--- src/rtl/alu_pkg.sv ---
// Op map, flag layout and the shared combinational compute for alu_pipe.
// Build option: define ALU_SAT_EN to make ops 12/13 signed saturating add/sub.
package alu_pkg;

  localparam int FLAG_W = 4;
  localparam int MAX_W  = 64;

  typedef enum logic [3:0] {
    OP_ADD   = 4'd0,
    OP_SUB   = 4'd1,
    OP_NOT   = 4'd2,
    OP_NAND  = 4'd3,
    OP_NOR   = 4'd4,
    OP_AND   = 4'd5,
    OP_OR    = 4'd6,
    OP_XOR   = 4'd7,
    OP_SHL   = 4'd8,
    OP_SHR   = 4'd9,
    OP_SRA   = 4'd10,
    OP_PASS  = 4'd11,
    OP_SADD  = 4'd12,
    OP_SSUB  = 4'd13,
    OP_ILL14 = 4'd14,
    OP_ILL15 = 4'd15
  } op_e;

  typedef struct packed {
    logic n;
    logic z;
    logic c;
    logic v;
  } flags_t;

  typedef logic [MAX_W-1:0] word_t;

  typedef struct packed {
    word_t  r;
    flags_t flags;
    logic   err;
  } result_t;

  function automatic logic is_legal_op(op_e op);
`ifdef ALU_SAT_EN
    return op <= OP_SSUB;
`else
    return op <= OP_PASS;
`endif
  endfunction

  // Operands arrive zero-extended to MAX_W; width (a power of 2) selects the
  // active low bits, so one function serves every instantiated WIDTH.
  function automatic result_t alu_compute(op_e op, word_t a, word_t b, int unsigned width);
    result_t        res;
    word_t          mask;
    word_t          am;
    word_t          bm;
    word_t          ax;
    logic [MAX_W:0] sum;
    logic [MAX_W:0] dif;
    logic [5:0]     msb;
    logic [5:0]     sh;
    logic           add_v;
    logic           sub_v;
`ifdef ALU_SAT_EN
    word_t          smax;
    word_t          smin;
`endif
    res   = '0;
    msb   = 6'(width - 1);
    mask  = (width >= MAX_W) ? '1 : ((word_t'(1) << width) - word_t'(1));
    am    = a & mask;
    bm    = b & mask;
    sh    = bm[5:0] & msb;
    ax    = am[msb] ? (am | ~mask) : am;
    sum   = {1'b0, am} + {1'b0, bm};
    dif   = {1'b0, am} - {1'b0, bm};
    add_v = (am[msb] == bm[msb]) && (sum[msb] != am[msb]);
    sub_v = (am[msb] != bm[msb]) && (dif[msb] != am[msb]);
`ifdef ALU_SAT_EN
    smax  = mask >> 1;
    smin  = mask ^ smax;
`endif
    if (!is_legal_op(op)) begin
      res.err = 1'b1;
    end else begin
      case (op)
        OP_ADD: begin
          res.r       = sum[MAX_W-1:0] & mask;
          res.flags.c = sum[7'(width)];
          res.flags.v = add_v;
        end
        OP_SUB: begin
          res.r       = dif[MAX_W-1:0] & mask;
          res.flags.c = am < bm;
          res.flags.v = sub_v;
        end
        OP_NOT:  res.r = ~am & mask;
        OP_NAND: res.r = ~(am & bm) & mask;
        OP_NOR:  res.r = ~(am | bm) & mask;
        OP_AND:  res.r = am & bm;
        OP_OR:   res.r = am | bm;
        OP_XOR:  res.r = am ^ bm;
        OP_SHL: begin
          res.r       = (am << sh) & mask;
          res.flags.c = (sh != 6'd0) && am[msb - sh + 6'd1];
        end
        OP_SHR: begin
          res.r       = am >> sh;
          res.flags.c = (sh != 6'd0) && am[sh - 6'd1];
        end
        OP_SRA: begin
          res.r       = word_t'($signed(ax) >>> sh) & mask;
          res.flags.c = (sh != 6'd0) && ax[sh - 6'd1];
        end
        OP_PASS: res.r = bm;
`ifdef ALU_SAT_EN
        OP_SADD: begin
          res.r       = add_v ? (am[msb] ? smin : smax) : (sum[MAX_W-1:0] & mask);
          res.flags.c = sum[7'(width)];
          res.flags.v = add_v;
        end
        OP_SSUB: begin
          res.r       = sub_v ? (am[msb] ? smin : smax) : (dif[MAX_W-1:0] & mask);
          res.flags.c = am < bm;
          res.flags.v = sub_v;
        end
`endif
        default: res.r = '0;
      endcase
      res.flags.z = (res.r == '0);
      res.flags.n = res.r[msb];
    end
    return res;
  endfunction

endpackage

--- src/rtl/alu_pipe_stage.sv ---
// One valid/ready register slice carrying {r, flags, err}; holds its contents
// while downstream stalls and accepts whenever it is empty or draining.
module alu_pipe_stage
  import alu_pkg::*;
#(
  parameter int WIDTH = 32
) (
  input  logic              clk,
  input  logic              rst,
  input  logic              in_valid,
  output logic              in_ready,
  input  logic [WIDTH-1:0]  in_r,
  input  logic [FLAG_W-1:0] in_flags,
  input  logic              in_err,
  output logic              out_valid,
  input  logic              out_ready,
  output logic [WIDTH-1:0]  r,
  output logic [FLAG_W-1:0] flags,
  output logic              err
);

  assign in_ready = !out_valid || out_ready;

  always_ff @(posedge clk or posedge rst) begin
    if (rst) begin
      out_valid <= 1'b0;
      r         <= '0;
      flags     <= '0;
      err       <= 1'b0;
    end else if (in_ready) begin
      out_valid <= in_valid;
      if (in_valid) begin
        r     <= in_r;
        flags <= in_flags;
        err   <= in_err;
      end
    end
  end

endmodule

--- src/rtl/alu_pipe.sv ---
// Pipelined ALU: combinational compute into a chain of STAGES register slices
// with full valid/ready backpressure. Ops 12/13 depend on ALU_SAT_EN (see alu_pkg).
module alu_pipe
  import alu_pkg::*;
#(
  parameter int WIDTH  = 32,
  parameter int STAGES = 2,
  parameter int OP_W   = 4
) (
  input  logic              clk,
  input  logic              rst,
  input  logic              in_valid,
  output logic              in_ready,
  input  logic [WIDTH-1:0]  a,
  input  logic [WIDTH-1:0]  b,
  input  logic [OP_W-1:0]   op,
  output logic              out_valid,
  input  logic              out_ready,
  output logic [WIDTH-1:0]  r,
  output logic [FLAG_W-1:0] flags,
  output logic              err
);

  result_t res;
  logic    unused_r;

  wire [STAGES:0]     v_chain;
  wire [STAGES:0]     rdy_chain;
  wire [STAGES:0]     e_chain;
  wire [WIDTH-1:0]    r_chain [0:STAGES];
  wire [FLAG_W-1:0]   f_chain [0:STAGES];

  always_comb res = alu_compute(op_e'(op), word_t'(a), word_t'(b), WIDTH);

  // Bits above WIDTH are always zero from alu_compute.
  assign unused_r = &{1'b0, res.r};

  assign v_chain[0]        = in_valid;
  assign r_chain[0]        = res.r[WIDTH-1:0];
  assign f_chain[0]        = res.flags;
  assign e_chain[0]        = res.err;
  assign rdy_chain[STAGES] = out_ready;

  assign in_ready = !rst && rdy_chain[0];

  for (genvar i = 0; i < STAGES; i++) begin : g_stage
    alu_pipe_stage #(.WIDTH(WIDTH)) u_stage (
      .clk       (clk),
      .rst       (rst),
      .in_valid  (v_chain[i]),
      .in_ready  (rdy_chain[i]),
      .in_r      (r_chain[i]),
      .in_flags  (f_chain[i]),
      .in_err    (e_chain[i]),
      .out_valid (v_chain[i+1]),
      .out_ready (rdy_chain[i+1]),
      .r         (r_chain[i+1]),
      .flags     (f_chain[i+1]),
      .err       (e_chain[i+1])
    );
  end

  assign out_valid = v_chain[STAGES];
  assign r         = r_chain[STAGES];
  assign flags     = f_chain[STAGES];
  assign err       = e_chain[STAGES];

endmodule

--- config.mk ---
export PLATFORM = sky130hd
export DESIGN_NAME = alu_pipe
export DESIGN_NICKNAME = d
export VERILOG_FILES = /design/src/rtl/alu_pkg.sv /design/src/rtl/alu_pipe_stage.sv /design/src/rtl/alu_pipe.sv
export SDC_FILE = /design/constraint.sdc
export NUM_CORES = 1
export LEC_CHECK = 0
export ABC_CLOCK_PERIOD_IN_PS = 3650
export BUFFER_PORTS_ARGS = -buffer_cell sky130_fd_sc_hd__buf_2
export CAP_MARGIN = 10
export CORE_ASPECT_RATIO = 1.1
export CORE_MARGIN = 2
export CORE_UTILIZATION = 43
export CTS_CLUSTER_SIZE = 30
export DETAILED_ROUTE_END_ITERATION = 16
export SLEW_MARGIN = 25
export SYNTH_ARGS = -nofsm -noshare
export SYNTH_HDL_FRONTEND = slang
export SYNTH_SLANG_ARGS = --single-unit
--- constraint.sdc ---
create_clock -name clk -period 3.65 [get_ports clk]
set_input_delay 0 -clock clk [delete_from_list [all_inputs] [get_ports clk]]
set_output_delay 0 -clock clk [all_outputs]
set_load 0.05 [all_outputs]
* Word-level counts from Yosys, hierarchy flattened *
Index checks and enable logic that the tools add are counted.

operators by class
  add/sub/neg operators = 5
  order comparisons = 4
  eq/ne operators = 15
  shift-type cells = 3
  muxes and demuxes = 13
  bitwise gates (word level) = 6
  reduce and logical (&&, ||, !) cells = 16

operators with widths
  kind                                                        number
  case mux 64 bit (12 select lines)                           1
  2-to-1 mux 64 bit                                           2
  inverter 32 bit                                             3
  zero test 64 bit                                            1
  >> shifter 32 x 5 -> 64 bit                                 1
  >>> shifter 64 x 5 -> 32 bit                                1
  2-to-1 mux 36 bit                                           1
  adder 32 x 32 -> 33 bit                                     1
  AND 32 bit                                                  1
  less-than comparator 32 bit                                 1
  OR 32 bit                                                   1
  left shift 32 x 5 -> 32 bit                                 1
  subtractor 32 bit                                           1
  bitwise XOR 32 bit                                          1
  binary-select mux 1 bit (select 6 bit)                      3
  == test 4 x 3 -> 1 bit, second input constant               4
  == test 4 bit, second input constant                        4
  less-than comparator 6 x 7 -> 1 bit, second input constant  2
  == test 4 x 2 -> 1 bit, second input constant               2
  adder 6 x 1 -> 6 bit, second input constant                 1
  logical AND 1 bit                                           6
  nonzero test 6 bit                                          1
  subtractor 5 x 1 -> 6 bit, second input constant            1
  subtractor 5 x 5 -> 6 bit, first input constant             1
  11 further kinds                                            20

storage, ports and cells
  bits in registers = 76
  word-level logic and storage cells = 70

* Longest topological paths before layout *
Gate-level depths: netlist (run 1).

  word-level depth = 7
  mapped depth = 20

* Hierarchy *
Synthesis (run 1) repeated with hierarchy kept, for this count alone.

unflattened totals
  cells, all modules = 1893
  area, all modules = 15529.9 µm²

modules (own cells, without submodules)
  module          times used  cells each  area an instance (µm²)  seq. area each (µm²)
  alu_pipe        1           1729        12376.9                 0.0
  alu_pipe_stage  2           82          1576.5                  950.9

* Worst setup path before layout (run 1) *
No wires, ideal clock.

  kind = input-to-reg
  start = input b[2]
  end = register g_stage[0].u_stage.flags[2]
  setup time = 0.066 ns
  arrival time = 4.160 ns
  required time = 3.584 ns
  setup slack = -0.577 ns
  stages = 20
  path buffers = 7
  cells stage by stage = buf_2 buf_6 buf_6 buf_2 inv_2 clkbuf_1 buf_1 ha_1 buf_6 nor2b_4 o31a_4 o41a_1 o31ai_4 a21o_1 nand2_1 a2111o_1 a221oi_2 o2111ai_1 nor4b_2 a41o_1

between the ends
  cells in the longest elaborated chain, start to end = 6
  elaborated cells on any way between the ends = 14
  those cells by class = add/sub (2); shift (3); mux (3); bitwise (5); reduce/logical (1)

ends and longest elaborated chain
  item                                                       line                  source
  start: declaration                                         alu_pipe.sv:15        input logic [WIDTH-1:0] b,
  branches (longest 2 deep; another with subtractor 32 bit)  --
  case mux 64 bit (12 select lines) (*)                      alu_pkg.sv:86         case (op)
  2-to-1 mux 64 bit (*)                                      alu_pkg.sv:83         if (!is_legal_op(op)) begin
  zero test 64 bit (*)                                       alu_pkg.sv:130        res.flags.z = (res.r == '0);
  2-to-1 mux 36 bit (*)                                      alu_pkg.sv:83
  end signal: assignment                                     alu_pipe_stage.sv:34  flags <= in_flags;
  end: declaration                                           alu_pipe_stage.sv:18  output logic [FLAG_W-1:0] flags,

Mark *: on every way between the ends. The select of a mux whose other input is x is not followed.
A chain may end at the register's enable or synchronous reset.

* Worst setup path after layout (run 1) *
  start = input a[0]
  end = register g_stage[0].u_stage.flags[2]

between the ends
  cells in the longest elaborated chain, start to end = 6
  elaborated cells on any way between the ends = 16
  those cells by class = add/sub (2); shift (3); mux (4); bitwise (6); reduce/logical (1)

ends and longest elaborated chain
  item                                                       line            source
  start: declaration                                         alu_pipe.sv:14  input logic [WIDTH-1:0] a,
  branches (longest 2 deep; another with subtractor 32 bit)  --
  case mux 64 bit (12 select lines) (*)                      alu_pkg.sv:86
  2-to-1 mux 64 bit (*)                                      alu_pkg.sv:83
  zero test 64 bit (*)                                       alu_pkg.sv:130
  2-to-1 mux 36 bit (*)                                      alu_pkg.sv:83

Marked as above.

==> key figures, run 1 <==
GRT
  • Total congestion overflow: 0
  • Initial antenna violation count: 1
  • Vias in the first global route: 17360
  • First-pass GRT wire length: 113300 um
  • Gr usage total: 0.4127
  • Largest net degree at the start of global routing: 53

Clock tree
  • Num CTS Buffers: 9
  • Worst-skew pair later-pin latency: 0.33 ns
  • Max Buffers Root-to-Sink: 2
  • H-tree Lvls: 3
  • Setup Buffers After CTS: 0
  • Root Buffer: clkbuf_16
  • Clock Sinks: 74
  • Clk slew on worst S/H paths: 0.05 ns
  • CTS tree: built

Route
  • Final WL: 77470 um
  • First-pass DRT Iterations: 7
  • # DRC: 0
  • Via count: 18180
  • Final ANT Viol Nets: 0
  • Wire per inst: 28.95 um
  • 1st-iter DRT viols: 2396
  • DR vias/cell: 6.792

Yosys
  • Mapped Area: 15050 um2
  • FF+latch count, synth: 74
  • Distinct cells, synth: 92
  • Synth top area share: 0.1230
  • Number of synthesized flops with an enable pin: 0
  • Post-synth top cells: 238 x nand2_1, 166 x nor2_1, 116 x a21oi_1
  • Ys Warns: 0
  • Largest area contributor in the netlist: dfrtp_1
  • Sequential element share of the synthesized area: 0.1230
  • Synth Instances: 1990
  • Syn nets: 2177
  • Ys flop type: dfrtp_1
  • Post-synth ARST share: 1.000
  • Synthesized area per cell: 7.563 um2
  • Top cells by area, synth: dfrtp_1 12%, mux4_2 10%, ha_1 9.4%
  • Most common cell in the synthesized netlist: nand2_1

Power
  • Comb power frac: 0.628
  • Clk pwr share: 0.164
  • Leak: 0.008135 uW
  • Peak VDD IR: 343.6 uV
  • P per Cell Area: 289.8 nW/um2
  • Net switching power: 2502 uW
  • Pint: 2775 uW
  • Sw Ratio: 0.4741
  • Register share of total power: 0.209

Status
  • Status: completed

STA
  • Final hold vios: 0
  • Rel. slew slack: 0.3547
  • RSZ-0062 raised after global routing: no
  • Clock skew: 0.002971 ns
  • Setup WS post-layout: 0.1969 ns
  • Post-layout min period: 3.453 ns
  • Fmax: 289.6 MHz
  • Period utilization: 0.9461
  • Final Max Slew Viols: 0
  • Least-Margin Pin Slew: 0.9659 ns
  • Final setup viols: 0

Worst hold path
  • Hold Path Class: in2async

Worst setup path
  • Arr. time, crit path: 3.72 ns
  • Most frequent CP cell: buf_4
  • Crit-path max FO: 5
  • Crit path cell chain: buf_2 -> inv_1 -> ha_1 -> fa_1 -> o21bai_1 -> a211oi_1 -> buf_4 -> a21oi_1 -> o211ai_1 -> buf_4 -> a31oi_2 -> nor3_1 -> a2111o_1 -> a221oi_2 -> o2111ai_1 -> nor4b_2 -> a41o_1
  • CP endpoint kind: flop
  • Flop-to-flop setup slack: 1.37 ns
  • Startpoint type of the worst setup path: input port
  • Delay-heaviest family, CP: compound AO/OA/AOI/OAI gates
  • Required time of the critical path: 3.91 ns
  • Critical path class: in2reg
  • Slowest cell on crit path: fa_1
  • Max incr delay on CP: 0.41 ns
  • Critical path buffer and inverter count: 4

Placed design
  • HPWL after DPL: 62670 um
  • Worst slack, placed: -0.06558 ns
  • Placer Congestion: 1.065
  • Placed cell count: 2656
  • Port Buffers: 110

Floorplan
  • I/O Pins: 111
  • Die X: 182.4 um
  • Starting Density: 0.4377
  • Die area: 36510 um2
  • Die Y: 200.2 um
  • Core Region: 34380 um2
  • Rows: 71

Finish
  • Final Non-Filler Cells: 2676
  • Nets@finish: 2419
  • Filler cells: 3434
  • Fraction of final layout cells sized beyond drive strength 1: 0.2651
  • P&R area growth vs syn: 20.98%

Run
  • Max Cap Violations: 0
## registers in the layout, indices dropped and copies added (netlist names)
register,cells
g_stage.u_stage.flags,7
g_stage.u_stage.err,2
g_stage.u_stage.r,63
g_stage.u_stage.out_valid,2
## kinds of logic (layout without fill, tap and decap cells)
kind of cell	count (synthesis)	in the layout	share of synthesized area
AO/OA/AOI/OAI	610	610	0.2805
XOR/XNOR	33	33	0.01921
adder cells (fa/ha/maj)	115	115	0.09661
buffers and inverters	302	549	0.08372
flip-flops	74	74	0.1230
multiplexers	195	195	0.1900
other	0	1	0
AND/OR/NAND/NOR	661	661	0.2069
## stage by stage
step	cell area (um2)	hold slack (ns)	setup TNS, ns	total power [uW]	util
after floorplan	15100	0.1084	-0.06962	3118	-
after global placement	17860	0.06949	-0.04238	4303	0.5196
after detailed placement	17870	0.07768	-0.06558	4330	0.5197
after CTS	18200	0.2684	0	5215	0.5293
after global routing	18200	0.3120	0	5519	0.5295
final	18210	0.2640	0	5276	0.5296
## layout by cell type, fill, tap and decap left out, drive strengths merged, types with 16 or more instances in the layout
master,Yosys,routed
dfrtp,74,74
mux4,67,67
and2,16,16
a221oi,18,18
a221o,16,16
mux2i,73,73
a211oi,31,31
o22ai,28,28
xor2,21,21
a22oi,25,25
a31oi,38,38
buf,82,422
mux2,55,55
a21oi,116,116
inv,105,104
nor4,22,22
ha,113,113
o21ai,121,121
nand2,238,238
o221ai,25,25
nand3,53,53
nor2,166,166
nor2b,26,26
nor3,38,38
nand2b,25,25
o211ai,38,38
## power groups by stage
stage	logic, uW	registers, uW	clock network [uW]
2_1_floorplan	1630	1480	0
3_3_place_gp	3200	1110	0
3_5_place_dp	3210	1120	0
4_1_cts	3230	1110	883
5_1_grt	3480	1130	913
6_report	3310	1100	863
## layer usage
layer | part of all wire | GRT usage | wire, um
met1 | 0.38 | 0.5180 | 29770
met2 | 0.45 | 0.6689 | 35010
met3 | 0.094 | 0.06291 | 7288
met4 | 0.070 | 0.2463 | 5393
met5 | 0.00013 | 0 | 10
## final timing paths
kind                                         startpoint  cells past startpoint                           to
min in group clk                                  b[31]                      6  g_stage[0].u_stage.flags[1]
hold reg to reg                 g_stage[0].u_stage.r[7]                      2      g_stage[0].u_stage.r[7]
setup / recovery                                   a[0]                     17  g_stage[0].u_stage.flags[2]
hold / removal                                      rst                      3     g_stage[1].u_stage.r[29]
setup reg to reg           g_stage[1].u_stage.out_valid                     10  g_stage[0].u_stage.flags[2]
max in group asynchronous                           rst                      4     g_stage[0].u_stage.r[13]
## worst min-delay path: cells and delay by family
kind | cells | cell delay, ns
buffers and inverters | 3 | 1.05
## cell type report
type | instances | area, um2 | share of cell area
Multi-Input combinational cell | 1614 | 11980 | 0.6578
Sequential cell | 74 | 1852 | 0.1017
Clock inverter | 2 | 35.03 | 0.001924
Timing Repair Buffer | 425 | 3120 | 0.1714
Inverter | 108 | 409.1 | 0.02247
Clock buffer | 14 | 264.0 | 0.01450
Antenna cell | 1 | 2.502 | 0.0001374
Tap cell | 438 | 548.0 | 0.03010
## repair_timing
item	4_1_cts	5_1_grt
hold buffers	3	0
hold endpoints to repair	35	0
resized for setup	0	2
setup endpoints to repair	0	1
Note: power is estimated with default switching activity, not from simulation.
==> inputs of run 2 (changes only) <==
--- a/config.mk
+++ b/config.mk
@@ -13,6 +13,7 @@
 export CORE_UTILIZATION = 43
 export CTS_CLUSTER_SIZE = 30
 export DETAILED_ROUTE_END_ITERATION = 16
+export RECOVER_POWER = 25
 export SLEW_MARGIN = 25
 export SYNTH_ARGS = -nofsm -noshare
 export SYNTH_HDL_FRONTEND = slang
==> run 2 against run 1 <==
Against the previous run: global-route usage unchanged; die area unchanged; sequential share of layout area hardly changed; clock skew barely moved; non-clock buffer count unchanged; highest routed layer unchanged.
==> key figures, run 2 (synthesis results as in run 1) <==
Clock tree
  • Clock Sinks: 74 (unchanged)
  • CTS tree: built (unchanged)
  • Clk slew on worst S/H paths: 0.05 ns (about the same)
  • Num CTS Buffers: 9 (unchanged)
  • Max Buffers Root-to-Sink: 2 (unchanged)
  • Root Buffer: clkbuf_16 (unchanged)
  • Worst-skew pair later-pin latency: 0.33 ns (about the same)
  • Setup Buffers After CTS: 0 (unchanged)
  • H-tree Lvls: 3 (unchanged)

Worst setup path
  • Crit-path max FO: 5 (unchanged)
  • Critical path buffer and inverter count: 4 (unchanged)
  • Arr. time, crit path: 3.72 ns (about the same)
  • CP endpoint kind: flop (unchanged)
  • Critical path class: in2reg (unchanged)
  • Required time of the critical path: 3.91 ns (about the same)
  • Startpoint type of the worst setup path: input port (unchanged)
  • Max incr delay on CP: 0.41 ns (about the same)
  • Most frequent CP cell: buf_4 (unchanged)
  • Slowest cell on crit path: fa_1 (unchanged)
  • Crit path cell chain: buf_2 -> inv_1 -> ha_1 -> fa_1 -> o21bai_1 -> a211oi_1 -> buf_4 -> a21oi_1 -> o211ai_1 -> buf_4 -> a31oi_2 -> nor3_1 -> a2111o_1 -> a221oi_2 -> o2111ai_1 -> nor4b_2 -> a41o_1 (unchanged)
  • Delay-heaviest family, CP: compound AO/OA/AOI/OAI gates (unchanged)

Worst hold path
  • Hold Path Class: in2reg (was in2async)

GRT
  • Largest net degree at the start of global routing: 53 (unchanged)
  • GRT Max-Usage Layer: met2 (unchanged)
  • Total congestion overflow: 0 (unchanged)
  • Met3 global-route usage: 0.06291 (unchanged)
  • Met2 Usage GRT: 0.6689 (unchanged)
  • Gr usage total: 0.4127 (unchanged)
  • Vias in the first global route: 17360 (unchanged)
  • First-pass GRT wire length: 113300 um (unchanged)
  • Grt met1 use: 0.5180 (unchanged)
  • Initial antenna violation count: 1 (unchanged)

Floorplan
  • Starting Density: 0.4377 (unchanged)
  • I/O Pins: 111 (unchanged)
  • Die area: 36510 um2 (unchanged)
  • Core Region: 34380 um2 (unchanged)
  • Die Y: 200.2 um (unchanged)
  • Rows: 71 (unchanged)
  • Die X: 182.4 um (unchanged)

Finish
  • Biggest register: g_stage.u_stage.r (unchanged)
  • Commonest non-fill, non-tap cell in the layout: buf_4 (unchanged)
  • Finished Cell Area: 18190 um2 (was 18210 um2)
  • P&R area growth vs syn: 20.86% (was 20.98%)
  • Largest register FFs: 63 (unchanged)
  • Most frequent cells in the layout: 301 x buf_4, 238 x nand2_1, 166 x nor2_1 (unchanged)
  • Fraction of final layout cells sized beyond drive strength 1: 0.2597 (was 0.2651)
  • Nets@finish: 2419 (unchanged)
  • Number of diodes: 0 (was 1)
  • Largest registers: g_stage.u_stage.r x63, g_stage.u_stage.flags x7 (unchanged)

STA
  • Clock skew: 0.003130 ns (was 0.002971 ns)
  • Final setup viols: 0 (unchanged)
  • Least-Margin Pin Slew: 1.390 ns (was 0.9659 ns)
  • RSZ-0062 raised after global routing: no (unchanged)
  • Final Max Slew Viols: 0 (unchanged)
  • Post-layout min period: 3.453 ns (about the same)
  • Fmax: 289.6 MHz (about the same)
  • Setup TNS: 0 ns (unchanged)
  • Period utilization: 0.9461 (about the same)
  • Final hold vios: 0 (unchanged)
  • Rel. slew slack: 0.06837 (was 0.3547)

Power
  • Leak: 0.008092 uW (was 0.008135 uW)
  • P per Cell Area: 289.6 nW/um2 (was 289.8 nW/um2)
  • Peak VDD IR: 343.5 uV (was 343.6 uV)

Route
  • # DRC: 0 (unchanged)
  • Final WL: 77420 um (was 77470 um)
  • 1st-iter DRT viols: 2398 (was 2396)
  • Via count: 18120 (was 18180)
  • First-pass DRT Iterations: 6 (was 7)
  • Wire per inst: 28.94 um (was 28.95 um)
  • Final ANT Viol Nets: 0 (unchanged)
  • DR vias/cell: 6.774 (was 6.792)

Status
  • Status: completed (unchanged)

Placed design
  • Post-DP Area: 17870 um2 (unchanged)
  • Placer Congestion: 1.065 (unchanged)
  • Port Buffers: 110 (unchanged)
  • HPWL after DPL: 62670 um (unchanged)

Run
  • Max Cap Violations: 0 (unchanged)
-- run 2: changes by cell type in the layout (fill, tap and decap cells not counted), sizes merged --
cell      previous run  this run
clkinv               5         4
buf                422       410
clkinvlp             0         1
clkbuf              14        26
diode                1         0
-- run 2: worst reg2reg max path: stages, from the launching register on --
cell	delay, ns
dfrtp_1	0.40
nor2b_1	0.16
nand2_1	0.10
nand2_1	0.17
nor3_1	0.25
o311ai_0	0.23
a211oi_1	0.27
buf_4	0.17
nand4_1	0.08
nor4_1	0.18
a41o_1	0.21
-- run 2: area by class of cell --
cell class / instances / area [um2]
Inverter: 108 / 409.1
Multi-Input combinational cell: 1614 / 11980
Tap cell: 438 / 548.0
Fill cell: 3443 / 16190
Clock buffer: 14 / 264.0
Clock inverter: 2 / 35.03
Timing Repair Buffer: 425 / 3105
Sequential cell: 74 / 1852
-- run 2: stage by stage --
| step | instances | util | power [uW] | worst slack (ns) | hold slack (ns) |
|---|---|---|---|---|---|
| after floorplan | 1990 | - | 3118 | -0.06962 | 0.1084 |
| after global placement | 2656 | 0.5196 | 4303 | -0.04238 | 0.06949 |
| after detailed placement | 2656 | 0.5197 | 4330 | -0.06558 | 0.07768 |
| after CTS | 2675 | 0.5293 | 5215 | 0.2830 | 0.2684 |
| after global routing | 2675 | 0.5291 | 5510 | 0.005058 | 0.3120 |
| final | 2675 | 0.5291 | 5267 | 0.1966 | 0.2914 |
-- run 2: worst paths after layout --
kind | from | to | slack [ns] | depth (start not counted)
max | a[0] | g_stage[0].u_stage.flags[2] | 0.20 | 17
min | b[31] | g_stage[0].u_stage.flags[1] | 0.29 | 6
max reg2reg | g_stage[1].u_stage.out_valid | g_stage[0].u_stage.flags[2] | 1.37 | 10
min reg2reg | g_stage[0].u_stage.r[7] | g_stage[0].u_stage.r[7] | 0.47 | 2
max in group asynchronous | rst | g_stage[0].u_stage.r[13] | 2.02 | 4
min in group asynchronous | rst | g_stage[1].u_stage.r[29] | 0.54 | 3
-- run 2: timing repair --
| action | 4_1_cts | 5_1_grt |
|---|---|---|
| endpoints found under the hold margin | 35 | 0 |
| gates resized for setup | 0 | 2 |
| hold buffers | 3 | 0 |
| setup endpoints to repair | 0 | 1 |
-- run 2: where the power goes --
| part | internal [uW] | leakage [uW] | switching, uW |
|---|---|---|---|
| Combinational | 1190 | 0.00703 | 2110 |
| Clock | 565 | 0.000147 | 298 |
| Sequential | 1010 | 0.000917 | 92.0 |
| Total | 2760 | 0.00809 | 2500 |
-- run 2: layer usage --
metal	vias up	wire, um	part of all wire
met5	-	10	0.00013
met3	283	7245	0.094
met4	2	5430	0.070
li1	7902	-	-
met1	8741	29780	0.38
met2	1193	34960	0.45
==> inputs of run 3 (changes only) <==
--- a/config.mk
+++ b/config.mk
@@ -7,10 +7,10 @@
 export LEC_CHECK = 0
 export ABC_CLOCK_PERIOD_IN_PS = 3650
 export BUFFER_PORTS_ARGS = -buffer_cell sky130_fd_sc_hd__buf_2
-export CAP_MARGIN = 10
 export CORE_ASPECT_RATIO = 1.1
 export CORE_MARGIN = 2
 export CORE_UTILIZATION = 43
+export CTS_BUF_LIST = sky130_fd_sc_hd__clkbuf_8
 export CTS_CLUSTER_SIZE = 30
 export DETAILED_ROUTE_END_ITERATION = 16
 export RECOVER_POWER = 25
==> run 3 against run 2 <==
Against the previous run: worst setup slack worse by 0.0012 ns; combinational power about the same; largest power group unchanged; global-route usage about the same; cell count hardly changed; sequential share of layout area rose by 0.052 points; total power fell by 4.8%.
==> key figures, run 3 (synthesis results as in run 1) <==
Status
  • Status: completed (unchanged)

Worst setup path
  • RR Startpoint: g_stage[1].u_stage.out_valid (unchanged)
  • RR Endpoint: g_stage[0].u_stage.flags[2] (unchanged)
  • Crit-path max FO: 5 (unchanged)
  • Arr. time, crit path: 3.74 ns (was 3.72 ns)
  • Critical Path Sink: g_stage[0].u_stage.flags[2] (unchanged)
  • Startpoint type of the worst setup path: input port (unchanged)
  • CP endpoint kind: flop (unchanged)
  • Required time of the critical path: 3.94 ns (was 3.91 ns)
  • Flop-to-flop setup slack: 1.38 ns (was 1.37 ns)
  • Critical path class: in2reg (unchanged)
  • Crit path from: a[0] (unchanged)
  • Reg2reg path depth: 10 (unchanged)

GRT
  • First-pass GRT wire length: 113200 um (was 113300 um)
  • Initial antenna violation count: 1 (unchanged)
  • Largest net degree at the start of global routing: 53 (unchanged)
  • Gr usage total: 0.4129 (was 0.4127)
  • Vias in the first global route: 17340 (was 17360)
  • Total congestion overflow: 0 (unchanged)

Placed design
  • Worst slack, placed: -0.06558 ns (unchanged)
  • Port Buffers: 110 (unchanged)
  • Placer Congestion: 1.065 (unchanged)
  • HPWL after DPL: 62670 um (unchanged)

Finish
  • Most frequent cells in the layout: 301 x buf_4, 238 x nand2_1, 166 x nor2_1 (unchanged)
  • Commonest non-fill, non-tap cell in the layout: buf_4 (unchanged)
  • Filler cells: 3464 (was 3443)
  • Largest registers: g_stage.u_stage.r x63, g_stage.u_stage.flags x7 (unchanged)
  • Nets@finish: 2420 (was 2419)
  • P&R area growth vs syn: 20.24% (was 20.86%)
  • Biggest register: g_stage.u_stage.r (unchanged)
  • Final core utilization: 0.5264 (was 0.5291)
  • Largest register FFs: 63 (unchanged)
  • Number of diodes: 0 (unchanged)
  • Fraction of final layout cells sized beyond drive strength 1: 0.2592 (was 0.2597)

Power
  • P per Cell Area: 277.2 nW/um2 (was 289.6 nW/um2)
  • Leak: 0.008059 uW (was 0.008092 uW)
  • Peak VDD IR: 281.7 uV (was 343.5 uV)
  • Tot Pwr: 5016 uW (was 5267 uW)

STA
  • Least-Margin Pin Slew: 1.386 ns (was 1.390 ns)
  • Rel. slew slack: 0.07114 (was 0.06837)
  • Final Max Slew Viols: 0 (unchanged)
  • Final hold vios: 0 (unchanged)
  • Final setup viols: 0 (unchanged)
  • Post-layout min period: 3.455 ns (was 3.453 ns)
  • RSZ-0062 raised after global routing: no (unchanged)
  • Period utilization: 0.9465 (was 0.9461)
  • Clock skew: 0.006554 ns (was 0.003130 ns)
  • Fmax: 289.5 MHz (was 289.6 MHz)
  • Setup WS post-layout: 0.1954 ns (was 0.1966 ns)

Floorplan
  • Die Y: 200.2 um (unchanged)
  • Starting Density: 0.4377 (unchanged)
  • I/O Pins: 111 (unchanged)
  • Rows: 71 (unchanged)
  • Die X: 182.4 um (unchanged)
  • Die area: 36510 um2 (unchanged)
  • Core Region: 34380 um2 (unchanged)

Route
  • # DRC: 0 (unchanged)
  • 1st-iter DRT viols: 2160 (was 2398)
  • First-pass DRT Iterations: 6 (unchanged)
  • Final ANT Viol Nets: 0 (unchanged)
  • Via count: 18160 (was 18120)
  • DR vias/cell: 6.786 (was 6.774)
  • Final WL: 77410 um (was 77420 um)
  • Wire per inst: 28.93 um (was 28.94 um)

Clock tree
  • Clock Sinks: 74 (unchanged)
  • CTS tree: built (unchanged)
  • Num CTS Buffers: 9 (unchanged)
  • Clk slew on worst S/H paths: 0.06 ns (was 0.05 ns)
  • Worst-skew pair later-pin latency: 0.35 ns (was 0.33 ns)
  • Root Buffer: clkbuf_8 (was clkbuf_16)
  • H-tree Lvls: 3 (unchanged)
  • Setup Buffers After CTS: 0 (unchanged)
  • Max Buffers Root-to-Sink: 2 (unchanged)

Worst hold path
  • Hold Path Class: in2reg (unchanged)
  • Hold depth: 4 (was 6)

Run
  • Max Cap Violations: 0 (unchanged)
run 3: changes by cell type in the layout (fill, tap and decap cells not counted), sizes merged:
cell | previous run | this run
dlygate4sd3 | 3 | 4
clkbuf | 26 | 24
inv | 104 | 107
buf | 410 | 409
run 3: worst min-delay path by stage:
stage | from | endpoint | slack [ns]
floorplan | in_valid | g_stage[0].u_stage.out_valid | 0.11
global placement | rst | g_stage[1].u_stage.out_valid | 0.07
detailed placement | rst | g_stage[1].u_stage.err | 0.08
CTS | rst | g_stage[1].u_stage.r[29] | 0.23
global route | b[31] | g_stage[0].u_stage.r[31] | 0.28
finish | b[31] | g_stage[0].u_stage.r[31] | 0.26
run 3: worst max-delay path, cell delays in order:
cell and delay [ns]:
buf_2 0.12, inv_1 0.08, ha_1 0.24, fa_1 0.41, o21bai_1 0.26, a211oi_1 0.17
buf_4 0.17, a21oi_1 0.21, o211ai_1 0.12, buf_4 0.18, a31oi_2 0.33, nor3_1 0.09
a2111o_1 0.37, a221oi_2 0.31, o2111ai_1 0.18, nor4b_2 0.31, a41o_1 0.19
run 3: power by group:
| part | leakage (uW) | total (uW) | switching, uW | internal [uW] |
|---|---|---|---|---|
| combinational | 0.00703 | 3300 | 2110 | 1190 |
| clock | 0.000113 | 615 | 271 | 344 |
| sequential | 0.000917 | 1100 | 91.5 | 1010 |
| total | 0.00806 | 5020 | 2470 | 2540 |
run 3: per-layer routing:
metal,vias up,track usage,wire [um]
li1,7895,-,-
met1,8705,0.5207,29720
met2,1260,0.6682,34780
met3,297,0.05836,7302
met4,2,0.2497,5600
met5,-,0,11
run 3: stage by stage:
stage | instance area, um2 | cells | hold WS [ns] | setup TNS [ns]
2_1_floorplan | 15100 | 1990 | 0.1084 | -0.06962
6_report | 18100 | 2676 | 0.2625 | 0
5_1_grt | 18100 | 2676 | 0.2799 | 0
4_1_cts | 18100 | 2676 | 0.2325 | 0
3_3_place_gp | 17860 | 2656 | 0.06949 | -0.04238
3_5_place_dp | 17870 | 2656 | 0.07768 | -0.06558
run 3: final cells by class:
type                            instances  area [um2]  area share
Inverter                              108       409.1     0.02261
Multi-Input combinational cell       1614       11980      0.6618
Tap cell                              438       548.0     0.03028
Clock inverter                          5       46.29    0.002558
Timing Repair Buffer                  426        3114      0.1721
Clock buffer                           11       151.4    0.008366
Sequential cell                        74        1852      0.1023
run 3: repair_timing:
| item | CTS | global route |
|---|---|---|
| endpoints found under the setup margin | 0 | 1 |
| gates resized for setup | 0 | 2 |
| hold buffers | 4 | 0 |
| endpoints found under the hold margin | 35 | 0 |
